===== src/rtl/uart_pkg.sv =====
// Shared UART definitions: scheduler FSM state type and default frame timing constants.
package uart_pkg;

    typedef enum logic [1:0] {
        StIdle  = 2'd0,
        StLoad  = 2'd1,
        StStart = 2'd2,
        StWait  = 2'd3
    } tx_state_e;

    localparam int unsigned UART_CLKS_PER_BIT = 16;
    localparam int unsigned UART_FRAME_BITS   = 10;

endpackage


===== src/rtl/rr_arb2.sv =====
// Two-way round-robin arbiter; the last-served register flips priority on each advance.
module rr_arb2 (
    input  logic       clock,
    input  logic       reset,
    input  logic [1:0] req,
    input  logic       advance,
    output logic [1:0] gnt
);

    logic last_b;  // requester 1 was served most recently

    always_comb begin
        gnt = req;
        if (req == 2'b11) begin
            gnt = last_b ? 2'b01 : 2'b10;
        end
    end

    always_ff @(posedge clock or negedge reset) begin
        if (!reset) begin
            last_b <= 1'b1;
        end else if (advance) begin
            last_b <= gnt[1];
        end
    end

endmodule


===== src/rtl/uart_tx_sched.sv =====
// Shares one UART transmitter between two byte requesters, one frame at a time.
// Optional UART_TX_SCHED_STATS_EN adds per-port 16-bit accept counters.
module uart_tx_sched
    import uart_pkg::*;
#(
    parameter int unsigned CLKS_PER_BIT = UART_CLKS_PER_BIT,
    parameter int unsigned FRAME_BITS   = UART_FRAME_BITS,
    parameter int unsigned DATA_W       = 8
) (
    input  logic              clock,
    input  logic              reset,
    input  logic              a_valid,
    input  logic [DATA_W-1:0] a_data,
    output logic              a_ready,
    input  logic              b_valid,
    input  logic [DATA_W-1:0] b_data,
    output logic              b_ready,
    output logic [DATA_W-1:0] Data_Bus,
    output logic              Load_XMT_datareg,
    output logic              Byte_ready,
    output logic              T_byte,
    output logic              busy
`ifdef UART_TX_SCHED_STATS_EN
   ,output logic [15:0]       a_count,
    output logic [15:0]       b_count
`endif
);

    localparam int unsigned FrameClks = FRAME_BITS * CLKS_PER_BIT;
    localparam int unsigned CntW      = (FrameClks > 1) ? $clog2(FrameClks) : 1;

    tx_state_e       state;
    logic [CntW-1:0] cnt;
    logic [1:0]      gnt;
    logic            accept;

    rr_arb2 u_arb (
        .clock   (clock),
        .reset   (reset),
        .req     ({b_valid, a_valid}),
        .advance (accept),
        .gnt     (gnt)
    );

    // Gated by reset so neither ready can rise while the block is held in reset.
    always_comb begin
        a_ready = reset & (state == StIdle) & gnt[0];
        b_ready = reset & (state == StIdle) & gnt[1];
        accept  = a_ready | b_ready;
    end

    always_ff @(posedge clock or negedge reset) begin
        if (!reset) begin
            state            <= StIdle;
            cnt              <= '0;
            Data_Bus         <= '0;
            Load_XMT_datareg <= 1'b0;
            Byte_ready       <= 1'b0;
            T_byte           <= 1'b0;
            busy             <= 1'b0;
        end else begin
            unique case (state)
                StIdle: begin
                    if (accept) begin
                        Data_Bus         <= gnt[0] ? a_data : b_data;
                        Load_XMT_datareg <= 1'b1;
                        Byte_ready       <= 1'b1;
                        busy             <= 1'b1;
                        state            <= StLoad;
                    end
                end
                StLoad: begin
                    Load_XMT_datareg <= 1'b0;
                    T_byte           <= 1'b1;
                    state            <= StStart;
                end
                StStart: begin
                    Byte_ready <= 1'b0;
                    T_byte     <= 1'b0;
                    cnt        <= CntW'(FrameClks - 1);
                    state      <= StWait;
                end
                StWait: begin
                    if (cnt == '0) begin
                        busy  <= 1'b0;
                        state <= StIdle;
                    end else begin
                        cnt <= cnt - 1'b1;
                    end
                end
            endcase
        end
    end

`ifdef UART_TX_SCHED_STATS_EN
    always_ff @(posedge clock or negedge reset) begin
        if (!reset) begin
            a_count <= '0;
            b_count <= '0;
        end else begin
            if (a_ready) a_count <= a_count + 16'd1;
            if (b_ready) b_count <= b_count + 16'd1;
        end
    end
`endif

endmodule


===== config.mk =====
export PLATFORM = sky130hd
export DESIGN_NAME = uart_tx_sched
export DESIGN_NICKNAME = d
export VERILOG_FILES = /design/src/rtl/uart_pkg.sv /design/src/rtl/rr_arb2.sv /design/src/rtl/uart_tx_sched.sv
export SDC_FILE = /design/constraint.sdc
export NUM_CORES = 1
export LEC_CHECK = 0
export CAP_MARGIN = 15
export CORE_MARGIN = 2
export CORE_UTILIZATION = 48
export DETAILED_ROUTE_END_ITERATION = 12
export PLACE_DENSITY = 0.79
export SLEW_MARGIN = 25
export SYNTH_ARGS = -nofsm -noshare
export SYNTH_HDL_FRONTEND = slang
export SYNTH_SLANG_ARGS = --single-unit

===== constraint.sdc =====
create_clock -name clock -period 2.5 [get_ports clock]
set_clock_uncertainty 0.05 [all_clocks]
set_input_delay 0.375 -clock clock [delete_from_list [all_inputs] [get_ports clock]]
set_output_delay 0.375 -clock clock [all_outputs]
set_load 0.01 [all_outputs]

==> reports/metrics.cfg, run 1 <==
[drt]
via_per_inst=5.53
post_drt_wl_per_cell_um=14.3
drt-initial-drc-count=11
dr.pass1.iters=4
wl_met1_um=1160
wl_met3_um=69
wirelength_um=2740
wl_met2_um=1460
ant_nets=0
drc=0
top_layer_used=met4
vias=1057

[clocking]
cts-root-buf=clkbuf_4
cts.path.max_buffers=2
cts_tree=built
htreeDepth=1
insertion_delay_ns=0.31
cts_setup_buffers=0
clk_pin_slew_ns=0.13
cts_buffers=3
cts_sinks=23

[global_route]
grt_start_max_net_pins=26
grt-ovfl-total=0
antenna_found_initial=0
first_global_vias=1085
track_usage_pct=18.8
grt_pass1_wl_um=4700

[worst_hold_path]
hp-class=in2async

[sta]
relSlewSlack_pct=64.9
tightest_slew_ns=0.524
fin_crit_sh_pct=91.6
whs_ns=0.441
fin_crit_ns=2.29
setup_ws_ns=0.210
finalSetupViolations=0
rsz0062_at_grt=no
hold_violations=0
fmax_mhz=437
final_max_slew_viol_count=0
fin_setup_tns_ns=0

[pwr]
total_power_uw=601
p_leak_nw=0.793
powerDensity_nw_per_um2=359
peakVddDrop_uv=300

[place]
dp_slack_ns=0.280
post-dp-hpwl_um=2100
io_buffers=33
place_congestion=0.869
placed_area_um2=1640
dp_cells=187

[synthesis]
synthMuxAreaShare_pct=10.6
yosys.area.top_type=dfrtp_1
synth_xor_xnor_area_share_pct=1.37
synth_seq_area_share_pct=45.0
netlist_area_um2=1280
synth_top_family_by_area=simple AND/OR/NAND/NOR gates
syn_inst=127
syn_avg_cell_area_um2=10.1
yosys.area_share.adder_pct=6.84
synthSimpleGateAreaFrac_pct=16.1
ys_top_cells_by_area=dfrtp_1, mux2i_1, ha_1, o21ai_0, nand2_1
yosysTopAreaCellShare_pct=43.0
syn_nets=154
synthesis.yosys.warnings=0
yosysUniqueCellTypes=35
synth_compound_area_share_pct=15.9
yosys_register_bits=23

[cells_and_area]
drive_gt1_share_pct=11.2
final_cell_mix=clkdlybuf4s50_1, dfrtp_1, o21ai_0
final.fill_count=209
layout.nets=189
post-route-util_pct=67.0
area_growth_pct=30.7
diodes=0
postLayoutCellArea_um2=1670
final_common_cell=clkdlybuf4s50_1
finalNonFillerCells=191

[die]
die_h_um=55.7
start_util_pct=51.3
row_count=18
dieArea_um2=3100
core_region_area_um2=2500
ios=34
die_w_um=55.7

[critical_path]
worstPathArrival_ns=1.87
crit_fanout=5
start_kind=flop
end_kind=output pin
required_ns=2.08
critPathKind=reg2out
ff2ff_path_depth=6

[outcome]
outcome=finished clean

[flow_run]
drv_cap=0

[logic make-up (layout without fill, tap and decap cells)]
kind of cell / count (synthesis) / count (layout)
buf+inv: 13 / 47
compound gates: 30 / 30
flops: 23 / 23
mux: 13 / 13
xor+xnor: 2 / 2
fa+ha+maj: 7 / 7
simple gates: 39 / 39
[sequential cells by signal, summed over array words and instances, names as in the netlist]
signal,count
Byte_ready,1
Data_Bus,8
Load_XMT_datareg,1
T_byte,1
busy,1
cnt,8
state,2
u_arb.last_b,1
[layout make-up]
cell class | count | area, um2 | area share [%]
clock buffer | 3 | 22.5 | 1.35
inverter | 8 | 30.0 | 1.79
timing repair buffer | 35 | 348 | 20.8
multi-input combinational | 91 | 654 | 39.1
clock inverter | 1 | 5.00 | 0.299
tap | 30 | 37.5 | 2.24
sequential | 23 | 577 | 34.5
[synthesized netlist by cell type]
| cell | number |
|---|---|
| dfrtp_1 | 22 |
| o21ai_0 | 15 |
| nand2_1 | 12 |
| mux2i_1 | 11 |
| nor2_1 | 11 |
| inv_1 | 8 |
| ha_1 | 7 |
| a21oi_1 | 3 |
| buf_2 | 3 |
| nor3_1 | 3 |
| or2_2 | 3 |
| a21o_1 | 2 |
| a22oi_1 | 2 |
| clkbuf_1 | 2 |
| nand3_1 | 2 |
| xnor2_1 | 2 |
| a2111oi_4 | 1 |
| a211oi_1 | 1 |
| a2bb2oi_1 | 1 |
| a31oi_1 | 1 |
| a41oi_1 | 1 |
| and2_1 | 1 |
| dfstp_2 | 1 |
| mux2_2 | 1 |
| mux2_4 | 1 |
| nand2_2 | 1 |
| nand4_1 | 1 |
| nor2b_1 | 1 |
| nor4b_4 | 1 |
| o221ai_1 | 1 |
| o31ai_1 | 1 |
| o41ai_1 | 1 |
| or3_4 | 1 |
| or3b_2 | 1 |
| or4_1 | 1 |
[worst max-delay path, stage by stage, from the launching register on]
cell and delay [ns]:
dfrtp_1 0.42, inv_1 0.13, ha_2 0.24, nand2_1 0.11, nor2_1 0.10, clkdlybuf4s50_1 0.55
[report_power, final]
| part | leakage [nW] | internal [mW] | switching, mW |
|---|---|---|---|
| Sequential | 0.295 | 0.372 | 0 |
| Clock | 0.0177 | 0.0597 | 0.115 |
| Combinational | 0.480 | 0.0344 | 0.0200 |
| Total | 0.793 | 0.466 | 0.135 |
[layer usage]
layer | vias to the layer above | GRT usage (%)
met5 | - | 0
met4 | 0 | 7.67
met3 | 4 | 2.79
met2 | 14 | 34.9
met1 | 523 | 21.3
li1 | 516 | -
[timing repair]
action / in CTS / in global routing
hold buffers: 0 / 0
gates resized for setup: 1 / 1
setup endpoints to repair: 1 / 1
[worst paths after layout]
check / startpoint / end / slack [ns]
hold reg to reg: Data_Bus[0]$_DFFE_PN0P_ / Data_Bus[0]$_DFFE_PN0P_ / 0.44
min in group clock: Data_Bus[0]$_DFFE_PN0P_ / Data_Bus[0]$_DFFE_PN0P_ / 0.44
hold / removal: reset / T_byte$_DFFE_PN0P_ / 0.44
setup reg to reg: state[0]$_DFFE_PN0P_ / cnt[3]$_DFFE_PN0P_ / 0.37
max in group asynchronous: reset / u_arb.last_b$_DFFE_PN1P_ / 1.67
setup / recovery: state[0]$_DFFE_PN0P_ / a_ready / 0.21
No activity file was read; power rests on OpenSTA's default activity.
==> run 2: changes to the inputs <==
- ABC_AREA: unset -> 1
- CAP_MARGIN: 15 -> 25
==> run 2 against run 1 <==
  * Utilization increased by 0.29 points
  * Non-clock buffer count increased by 2
  * Register-to-register slack improved by 0.29 ns
  * Critical path type unchanged
  * Largest power group is now combinational logic
  * Highest routed layer unchanged
==> reports/metrics.cfg, run 2 <==
[synthesis]
yosysUniqueCellTypes=20  ; -43%
yosys_register_bits=23  ; unchanged
ys_top_cells_by_area=dfrtp_1, nand2_1, nand3_1, ha_1, nor2_1
synth.most_common_cell=nand2_1
syn_nets=188  ; +22%
synth_edf_count=0  ; unchanged
synthMuxAreaShare_pct=0  ; -11 points
synth_compound_area_share_pct=8.69  ; -7.2 points
synthTopCellsByCount=nand2_1, dfrtp_1, nand3_1, nor2_1, inv_1
synthSimpleGateAreaFrac_pct=32.8  ; +17 points
yosys.area.top_type=dfrtp_1
syn_avg_cell_area_um2=8.05  ; -20%
syn_inst=161  ; +27%
synth_top_family_by_area=simple AND/OR/NAND/NOR gates
yosys.area_share.adder_pct=6.76  ; -0.079 points
synthesis.yosys.warnings=0  ; unchanged
synth_ff_type=dfrtp_1
synthArstFlopShare_pct=100  ; unchanged
yosysTopAreaCellShare_pct=42.5  ; -0.50 points
netlist_area_um2=1300  ; +1.2%
synth_xor_xnor_area_share_pct=1.35  ; -0.016 points
synth_seq_area_share_pct=44.5  ; -0.52 points

[pwr]
powerDensity_nw_per_um2=1140  ; +220%
peakVddDrop_uv=711  ; +140%
p_leak_nw=0.794  ; +0.21%

[clocking]
cts_buffers=3  ; unchanged
clk_pin_slew_ns=0.12  ; about the same
cts_hold_buffers=0  ; unchanged
cts.path.max_buffers=2  ; unchanged
cts_sinks=23  ; unchanged
htreeDepth=1  ; unchanged
cts_tree=built
insertion_delay_ns=0.31  ; about the same
cts-root-buf=clkbuf_4

[sta]
tightest_slew_ns=0.553  ; +0.0288 ns
hold_violations=0  ; unchanged
fin_crit_sh_pct=94.8  ; +3.2 points
relSlewSlack_pct=63.1  ; -1.8 points
final_max_slew_viol_count=0  ; unchanged
setup_ws_ns=0.129  ; -0.0807 ns
fmax_mhz=422  ; -3.4%
finalSetupViolations=0  ; unchanged
fin_crit_ns=2.37  ; +0.0807 ns

[die]
die_h_um=56.0  ; +0.54%
core_region_area_um2=2520  ; +0.90%
ios=34  ; unchanged
start_util_pct=51.4  ; +0.14 points
dieArea_um2=3130  ; +1.1%
row_count=18  ; unchanged
die_w_um=56.0  ; +0.54%

[cells_and_area]
final.fill_count=215  ; +2.9%
register_area_um2=577  ; unchanged
diodes=0  ; unchanged
final_cell_mix=nand2_1, clkdlybuf4s50_1, dfrtp_1
drive_gt1_share_pct=11.1  ; -0.12 points
top_regs=Data_Bus x8, cnt x8, state x2
final_common_cell=nand2_1
finalNonFillerCells=229  ; +20%
layout.nets=227  ; +20%
area_growth_pct=30.9
multiInputGateArea_um2=646  ; -1.3%

[place]
dp_cells=223  ; +19%
post-dp-hpwl_um=2280  ; +8.7%
place_congestion=0.870  ; +0.15%
io_buffers=33  ; unchanged
dp_slack_ns=0.276  ; -0.00346 ns

[critical_path]
cpPeakStageDelay_ns=0.53  ; -0.02 ns
reg2reg_to=cnt[3]$_DFFE_PN0P_
critPathKind=reg2out
crit_top_cell=inv_1
critical_path.slowest_cell=clkdlybuf4s50_1
required_ns=2.08  ; about the same
start_kind=flop
r2r_start=cnt[0]$_DFFE_PN0P_
crit_chain=inv_2 -> ha_2 -> nand2_1 -> inv_1 -> nand3_2 -> inv_1 -> clkdlybuf4s50_1
r2r_setup_slack_ns=0.66  ; +0.29 ns
worstPathArrival_ns=1.95  ; +0.08 ns
ff2ff_path_depth=7  ; +1
crit_fanout=4  ; -1
end_kind=output pin

[global_route]
grt_pass1_wl_um=5060  ; +7.6%
grt_start_max_net_pins=24  ; -7.7%
first_global_vias=1143  ; +5.3%
antenna_found_initial=0  ; unchanged
grt-ovfl-total=0  ; unchanged
track_usage_pct=20.2  ; +1.4 points

[flow_run]
drv_cap=0  ; unchanged

[drt]
drc=0  ; unchanged
post_drt_wl_per_cell_um=12.6  ; -12%
drt-initial-drc-count=23  ; +12
dr.pass1.iters=4  ; unchanged
ant_nets=0  ; unchanged
via_per_inst=5.10  ; -7.8%
vias=1168  ; +11%
wirelength_um=2880  ; +5.1%

[worst_hold_path]
hp-class=in2async

[outcome]
outcome=finished clean

## run 2: cell count changes in the layout (fill, tap and decap cells not counted), sizes merged, moves of 2 or more
cell   change
nand2     +33
o21ai      -7
mux2       -2
buf        +2
mux2i     -11
a21o       -2
a22oi      -2
nand3     +20
nor3       -3
inv        +5
nor2      +10
a31oi      +7
nand4      +2
## run 2: cell families (layout without fill, tap and decap cells)
group	Yosys count	in the layout
adders and majority gates	7	7
DFF	23	23
buffers and inverters	16	54
AOI/OAI and AO/OA	19	19
xor gates and xnor gates	2	2
and+or+nand+nor	94	94
## run 2: layer usage
layer | track usage [%] | up-vias | share of wire (%)
met4 | 3.06 | 0 | 0.31
met3 | 5.12 | 2 | 3.0
met2 | 36.0 | 12 | 53
met1 | 25.0 | 550 | 43
met5 | 0 | - | 0
li1 | - | 604 | -
## run 2: final cells by class
cell class / instances / share of cell area, %
timing repair buffer: 37 / 21.2
inverter: 13 / 2.88
multi-input combinational: 122 / 38.1
clock inverter: 1 / 0.295
clock buffer: 3 / 1.33
sequential: 23 / 34.0
tap: 30 / 2.21
## run 2: critical path: cells and delay by family (launching register included)
family / cells / cell delay, ns
fa+ha+maj: 1 / 0.21
buf+inv: 4 / 0.81
flops: 1 / 0.45
simple gates: 2 / 0.17
## run 2: how the worst max path moves through the flow
stage,start,endpoint,cells after the start
after floorplan,state[0]$_DFFE_PN0P_,busy$_DFFE_PN0P_,9
after CTS,state[0]$_DFFE_PN0P_,a_ready,7
after global placement,reset,a_ready,6
after global routing,state[0]$_DFFE_PN0P_,a_ready,7
final,state[0]$_DFFE_PN0P_,a_ready,7
after detailed placement,reset,a_ready,6
## run 2: timing repair
item | CTS | global route
resized for setup | 0 | 2
endpoints found under the hold margin | 0 | 0
setup endpoints to repair | 0 | 2
setup buffers | 0 | 2
## run 2: through the flow
step | area, um2 | total power, mW | hold slack [ns] | TNS (ns) | util (%)
2_1_floorplan | 1300 | 1.37 | 0.0294 | 0 | -
3_3_place_gp | 1650 | 1.70 | 0.414 | 0 | 65.5
3_5_place_dp | 1650 | 1.75 | 0.417 | 0 | 65.5
4_1_cts | 1680 | 1.92 | 0.443 | 0 | 66.6
5_1_grt | 1700 | 2.14 | 0.458 | -0.00138 | 67.3
6_report | 1700 | 1.94 | 0.444 | 0 | 67.3
## run 2: report_power, final
| part | internal, mW | total [mW] | switching [mW] |
|---|---|---|---|
| sequential | 0.555 | 0.676 | 0.122 |
| combinational | 0.493 | 1.10 | 0.605 |
| clock | 0.0598 | 0.167 | 0.108 |
| total | 1.11 | 1.94 | 0.834 |
==> run 3: changes to the inputs <==
- CORE_MARGIN: 2 -> unset
==> run 3 against run 2 <==
  * Clock-buffer cell count up 1
  * Sequential power about the same
  * Setup slack better by 0.017 ns
  * Register-to-register slack about the same
  * Clock power up 4%
  * Global-route usage up 3.4 points
  * Critical endpoint unchanged
  * Non-clock buffer count up 1
  * Highest routed layer unchanged
  * Largest power group unchanged
==> reports/metrics.cfg, run 3 (synthesized netlist as in run 2, its figures left out) <==
[outcome]
outcome=finished clean

[clocking]
cts_tree=built
cts_buffers=3  ; unchanged
cts-root-buf=clkbuf_4
cts_sinks=23  ; unchanged
cts_hold_buffers=0  ; unchanged
clk_pin_slew_ns=0.13  ; about the same
insertion_delay_ns=0.31  ; about the same
htreeDepth=1  ; unchanged
cts.path.max_buffers=2  ; unchanged

[sta]
tightest_slew_ns=0.537  ; -0.0162 ns
fmax_mhz=425  ; +0.72%
whs_ns=0.438  ; -0.00587 ns
relSlewSlack_pct=64.2  ; +1.1 points
fin_setup_tns_ns=0  ; unchanged
fin_crit_sh_pct=94.2  ; -0.68 points
finalSetupViolations=0  ; unchanged
final_max_slew_viol_count=0  ; unchanged
rsz0062_at_grt=no
fin_crit_ns=2.35  ; -0.0169 ns
hold_violations=0  ; unchanged

[critical_path]
start_kind=flop
worstPathArrival_ns=1.93  ; -0.02 ns
ff2ff_path_depth=7  ; unchanged
crit_chain=inv_1 -> ha_4 -> nand2_1 -> inv_1 -> nand3_2 -> inv_1 -> clkdlybuf4s50_1
crit_top_cell=inv_1
critPathLaunch=state[0]$_DFFE_PN0P_
r2r_setup_slack_ns=0.65  ; about the same
worst-path-buf-inv=4  ; unchanged
reg2reg_to=cnt[3]$_DFFE_PN0P_
required_ns=2.08  ; about the same
end_kind=output pin
crit_fanout=4  ; unchanged
critical_path.slowest_cell=clkdlybuf4s50_1
critPathKind=reg2out
cp_top_family=buffers and inverters
r2r_start=cnt[0]$_DFFE_PN0P_
cpPeakStageDelay_ns=0.53  ; about the same

[place]
io_buffers=33  ; unchanged
place_congestion=0.864  ; -0.68%
post-dp-hpwl_um=2190  ; -4.1%

[global_route]
first_global_vias=1158  ; +1.3%
grt-ovfl-total=0  ; unchanged
track_usage_pct=23.6  ; +3.4 points
grt_pass1_wl_um=4990  ; -1.4%
grt_start_max_net_pins=24  ; unchanged
antenna_found_initial=0  ; unchanged

[cells_and_area]
register_area_um2=577  ; unchanged
post-route-util_pct=67.9  ; +0.64 points
area_growth_pct=32.1
final_common_cell=nand2_1
drive_gt1_share_pct=11.0  ; -0.055 points
multiInputGateArea_um2=656  ; +1.6%
diodes=0  ; unchanged
layout.nets=228  ; +0.44%
final_cell_mix=nand2_1, clkdlybuf4s50_1, dfrtp_1
final.fill_count=208  ; -3.3%
top_regs=Data_Bus x8, cnt x8, state x2

[die]
die_w_um=54.0  ; -3.6%
core_region_area_um2=2520  ; unchanged
ios=34  ; unchanged
start_util_pct=51.4  ; unchanged
die_h_um=54.0  ; -3.6%
row_count=18  ; unchanged
dieArea_um2=2910  ; -7.0%

[drt]
via_per_inst=5.11  ; +0.16%
dr.pass1.iters=4  ; unchanged
vias=1175  ; +0.60%
post_drt_wl_per_cell_um=12.4  ; -1.5%
ant_nets=0  ; unchanged
drc=0  ; unchanged
wirelength_um=2850  ; -1.1%
drt-initial-drc-count=24  ; +4.3%

[pwr]
p_leak_nw=0.798  ; +0.51%
peakVddDrop_uv=768  ; +8.0%
powerDensity_nw_per_um2=1150  ; about the same
total_power_mw=1.96  ; +1.0%

[worst_hold_path]
hp-class=in2async

[flow_run]
drv_cap=0  ; unchanged

run 3: cell count changes in the layout (fill, tap and decap cells not counted):
cell and delta:
clkinv_2 -1, ha_4 +1, buf_4 +1, ha_2 -1, clkbuf_1 +1
run 3: repair_timing:
item                                    4_1_cts  5_1_grt
resized for setup                             0        3
endpoints found under the setup margin        0        2
buffers inserted                              0        3
run 3: final cells by class:
cell class              count  share of cell area, %
clock buffers               4                   1.53
inverters                  13                   2.85
multi-input cells         122                   38.3
flip-flops and latches     23                   33.7
well taps                  30                   2.19
repair buffers             38                   21.5
run 3: where the power goes:
part           internal (mW)  total (mW)  switching, mW
Sequential             0.554       0.673          0.118
Clock                 0.0622       0.174          0.112
Combinational          0.515        1.11          0.600
Total                   1.13        1.96          0.830
run 3: worst max-delay path by stage:
stage / cells after the start / slack [ns] / endpoint
2_1_floorplan: 9 / 1.02 / busy$_DFFE_PN0P_
3_3_place_gp: 6 / 0.31 / b_ready
3_5_place_dp: 5 / 0.28 / a_ready
4_1_cts: 7 / 0.07 / a_ready
5_1_grt: 7 / 0.03 / b_ready
6_report: 7 / 0.15 / a_ready
run 3: routing by layer:
layer  routed length (um)  track usage (%)  vias up
li1                     -                -      608
met1                 1290             29.3      550
met2                 1460             42.2       15
met3                   71             3.11        2
met4                   20             6.58        0
met5                    0                0        -
run 3: metrics by stage:
| step | setup WS (ns) | instance area (um2) | cells |
|---|---|---|---|
| after detailed placement | 0.279 | 1650 | 223 |
| after floorplan | 1.02 | 1300 | 161 |
| after CTS | 0.0702 | 1680 | 227 |
| after global routing | 0.0259 | 1710 | 230 |
| final | 0.146 | 1710 | 230 |
| after global placement | 0.310 | 1650 | 223 |
